$ cat src/rtl/dsm_decimator.sv
// Third-order CIC decimator that rebuilds signed samples from the ternary pwm stream.
// Integrators run every clock; combs, scaling and saturation run once per R clocks.
module dsm_decimator #(
  parameter int DEC_LOG2 = 4,
  parameter int OUT_W    = 14
) (
  input  logic                    clock,
  input  logic                    reset,
  input  logic [1:0]              pwm,
  output logic signed [OUT_W-1:0] dout,
  output logic                    dout_valid,
  output logic                    err
);

  localparam int ACC_W = 3 * DEC_LOG2 + 2;
  localparam int SHIFT = OUT_W - 1 - 3 * DEC_LOG2;
  localparam int SW    = OUT_W + 1;

  logic [ACC_W-1:0] x;
  logic             illegal;

  logic [DEC_LOG2-1:0] cnt;
  logic [1:0]          warm;
  logic                dec_event;
  logic                res_ready;

  logic [ACC_W-1:0] i1, i2, i3;
  logic [ACC_W-1:0] z1, z2, z3;
  logic [ACC_W-1:0] d1, d2, d3;
  logic [ACC_W-1:0] res;

  logic [SW-1:0]    scaled;
  logic [OUT_W-1:0] sat_val;

  always_comb begin
    x       = '0;
    illegal = 1'b0;
    case (pwm)
      2'b01:   x = {{(ACC_W-1){1'b0}}, 1'b1};
      2'b11:   x = '1;
      2'b10:   illegal = 1'b1;
      default: x = '0;
    endcase
  end

  assign dec_event = (cnt == {DEC_LOG2{1'b1}});

  always_comb begin
    d1 = i3 - z1;
    d2 = d1 - z2;
    d3 = d2 - z3;
  end

  // Widen with sign extension before scaling so any overflow shows up in the top two bits.
  always_comb begin
    scaled  = {{(SW-ACC_W){res[ACC_W-1]}}, res} << SHIFT;
    sat_val = scaled[OUT_W-1:0];
    if (scaled[SW-1] != scaled[SW-2]) begin
      sat_val = scaled[SW-1] ? {1'b1, {(OUT_W-1){1'b0}}} : {1'b0, {(OUT_W-1){1'b1}}};
    end
  end

  always_ff @(posedge clock) begin
    if (!reset) begin
      cnt <= '0;
      i1  <= '0;
      i2  <= '0;
      i3  <= '0;
      err <= 1'b0;
    end else begin
      cnt <= cnt + 1'b1;
      i1  <= i1 + x;
      i2  <= i2 + i1;
      i3  <= i3 + i2;
      if (illegal) err <= 1'b1;
    end
  end

  // Comb section: results before the fourth event still carry start-up garbage, hence warm-up.
  always_ff @(posedge clock) begin
    if (!reset) begin
      z1        <= '0;
      z2        <= '0;
      z3        <= '0;
      res       <= '0;
      warm      <= '0;
      res_ready <= 1'b0;
    end else begin
      res_ready <= 1'b0;
      if (dec_event) begin
        z1        <= i3;
        z2        <= d1;
        z3        <= d2;
        res       <= d3;
        res_ready <= (warm == 2'd3);
        if (warm != 2'd3) warm <= warm + 2'd1;
      end
    end
  end

  always_ff @(posedge clock) begin
    if (!reset) begin
      dout       <= '0;
      dout_valid <= 1'b0;
    end else begin
      dout_valid <= res_ready;
      if (res_ready) dout <= sat_val;
    end
  end

endmodule

$ cat config.mk
export PLATFORM = sky130hd
export DESIGN_NAME = dsm_decimator
export DESIGN_NICKNAME = d
export VERILOG_FILES = /design/src/rtl/dsm_decimator.sv
export SDC_FILE = /design/constraint.sdc
export NUM_CORES = 1
export LEC_CHECK = 0
export CAP_MARGIN = 20
export CORE_MARGIN = 1
export CORE_UTILIZATION = 60
export DETAILED_ROUTE_END_ITERATION = 16
export HOLD_SLACK_MARGIN = 0.08
export PLACE_DENSITY = 0.78
export RECOVER_POWER = 50
export SYNTH_ARGS = -nofsm -noshare
export SYNTH_HDL_FRONTEND = slang
export SYNTH_SLANG_ARGS = --single-unit
$ cat constraint.sdc
create_clock -name clock -period 5.9 [get_ports clock]
set_input_delay 0.885 -clock clock [delete_from_list [all_inputs] [get_ports clock]]
set_output_delay 0.885 -clock clock [all_outputs]
set_load 0.02 [all_outputs]
==> metrics.csv, run 1 <==
metric,value,unit
DRC,0,
Tot GR Track Use,0.2346,
pin slew with the least headroom to its limit,2.330,ns
final hold viol count,0,
async set or reset register ratio after synthesis,0,
Setup Crit Path Kind,register to register,
remaining global-route overflow,0,
final setup TNS,0,ns
FF-to-FF Start,i3[0],
number of I/O port buffers,19,
Syn Inst Count,872,
layout net count,975,
worst stage delay on the critical path,0.40,ns
first-pass GRT wire length,24.36,mm
std cell rows,40,
root buf cell,clkbuf_16,
Required @ worst endpoint,6.16,ns
Post-Route WL,13.81,mm
RSZ-0062 raised after global routing,false,
wire per inst,13.30,µm
postcts setup bufs,0,
final setup margin,0.7983,ns
detailed-placement wirelength estimate,9.752,mm
CTS resizes,0,
layout cell share with drive strength beyond 1,0.04602,
share of the synthesized area in the top cell type,0.3282,
DP Area,0.007636,mm²
via/cell ratio,5.537,
clock sinks,121,
reg2reg path depth,26,
Max-Cap Viols,2,
Hold EP,cnt[0],
top-count cell post-synth,dfxtp_1,
P&R area growth vs syn,10.09,%
Slew Limit Headroom,-0.5537,
Ports,20,
Yosys top cell by area,dfxtp_1,
number of global-route vias before repair,5794,
f_max,0.1960,GHz
Syn Std Cell Area,0.007381,mm²
initial core utilization,0.6145,
synth cell count leaders,"dfxtp_1 (121), nand2_1 (111), ha_1 (83), a21oi_1 (72), inv_1 (69)",
total die area,0.01275,mm²
"Setup violations, final",0,
Placer Congestion,0.8556,
Post-DRT Antenna Nets,0,
H-tree levels,4,
Die H,112.9,µm
Critical Path Source Type,register,
Post-Syn Area per Cell,8.464,µm²
post-route minimum period,5.102,ns
total CTS buffers,17,
failing checks,"max-capacitance violations, max-slew violations",
hold path cells,1,
clock latency on the worst-skew pair,0.41,ns
arrival time at the worst endpoint,5.36,ns
HP Class,register to register,
Post-synth EDFFs,0,
initial antenna violation count,0,
Setup WS pre-CTS,0.8016,ns
final period utilization,0.8647,
Crit. End Element,register,
"Reg clk slew, reported paths",0.05,ns
Post-synth top flop,dfxtp_1,
final instance area,0.008125,mm²
slowest cell on the critical path,fa_1,
status,"complete, but fails checks",
"FF+latch count, synth",121,
Max Root-Sink Buffers,2,
Die X,112.9,µm
Slew Limit Fails,126,
Post-CTS Hold Buffers,0,
Worst Clk Skew,0.005906,ns
Mapped Nets,965,
CP max FO,4,
1st-iter DRT viols,253,
core area,0.01201,mm²
main area contributors after synthesis,"dfxtp_1 (33%), ha_1 (14%), xnor2_1 (5.9%), nand2_1 (5.6%), a21oi_1 (4.9%)",
Cell variety after synth,48,
FF-to-FF End,res[13],
register area share after synthesis,0.3282,
R2R setup slack,0.80,ns
Initial DRT Pass Iterations,7,
vias post-DR,5747,
largest net degree at the start of global routing,69,
yosys warns,0,
CTS tree,done,
Antenna Cells,0,
origin of the worst min-delay path,cnt[0],
## worst max-delay path: cells and delay by family (launching register included)
family | cells | cell delay (ns)
AO/OA/AOI/OAI | 12 | 2.28
adder cells (fa/ha/maj) | 4 | 1.18
AND/OR/NAND/NOR | 5 | 0.56
XOR/XNOR | 3 | 0.47
flip-flops | 1 | 0.32
buffers and inverters | 2 | 0.11
## logic make-up after synthesis
group	count (synthesis)	synth area share
flip-flops	121	0.3282
AND/OR/NAND/NOR	257	0.1709
multiplexers	1	0.001356
adder cells (fa/ha/maj)	89	0.1570
buffers and inverters	99	0.05340
AO/OA/AOI/OAI	234	0.2050
XOR/XNOR	71	0.08425
## sequential cells by signal (all words and copies together), names as in the netlist
register and count:
z2 14, cnt 4, dout 14, i2 14, res_ready 1, i1 14
err 1, i3 14, res 14, dout_valid 1, z1 14, warm 2
z3 14
## layout make-up
cell class	instances	area, µm²
Tap cell	147	183.9
Timing Repair Buffer	21	195.2
Clock buffer	24	471.7
Multi-Input combinational cell	652	4571
Clock inverter	4	22.52
Sequential cell	121	2422
Inverter	69	259.0
Fill cell	944	3886
## stage by stage
step                instances    util  hold WS (ns)
global route             1038  0.6765        0.4685
floorplan                 872       -        0.4199
detailed placement       1010  0.6357        0.4446
global placement         1010  0.6357        0.4298
finish                   1038  0.6765        0.4507
CTS                      1038  0.6769        0.4532
## worst max path at each step
stage,startpoint,end,slack (ns),cells past startpoint
global placement,i3[0],res[13],1.00,26
detailed placement,i3[0],res[13],0.80,26
floorplan,i3[0],res[13],1.33,26
global route,i3[0],res[13],0.36,26
CTS,i3[0],res[13],0.78,26
finish,i3[0],res[13],0.80,26
## cell usage in the layout, fill, tap and decap left out, types with 19 or more instances in the layout
master    count
nor2b_1      21
nand2_1     111
a21oi_1      72
inv_1        69
a21boi_0     37
and2_1       46
dfxtp_1     121
xnor2_1      50
ha_1         83
a21o_1       19
xor2_1       21
nor2_1       32
o21ai_0      47
## routing by layer
| layer | global-route usage | vias up | wire [µm] |
|---|---|---|---|
| li1 | - | 2975 | - |
| met1 | 0.2395 | 2672 | 5899 |
| met2 | 0.4568 | 74 | 7249 |
| met3 | 0.05356 | 26 | 377 |
| met4 | 0.09737 | 0 | 283 |
| met5 | 0 | - | 0 |
Power of run 1 is left out: the tool's default activity adds up to more than one toggle a clock period on the data nets, which glitch-free logic cannot reach.
==> run 2, diff against run 1 <==
--- a/config.mk
+++ b/config.mk
@@ -15,3 +15,4 @@
 export SYNTH_ARGS = -nofsm -noshare
 export SYNTH_HDL_FRONTEND = slang
 export SYNTH_SLANG_ARGS = --single-unit
+export TNS_END_PERCENT = 50
==> results of run 2 <==
Final layout, timing and power as in run 1 (identical DEF).
Power of run 2 is left out for the same reason.
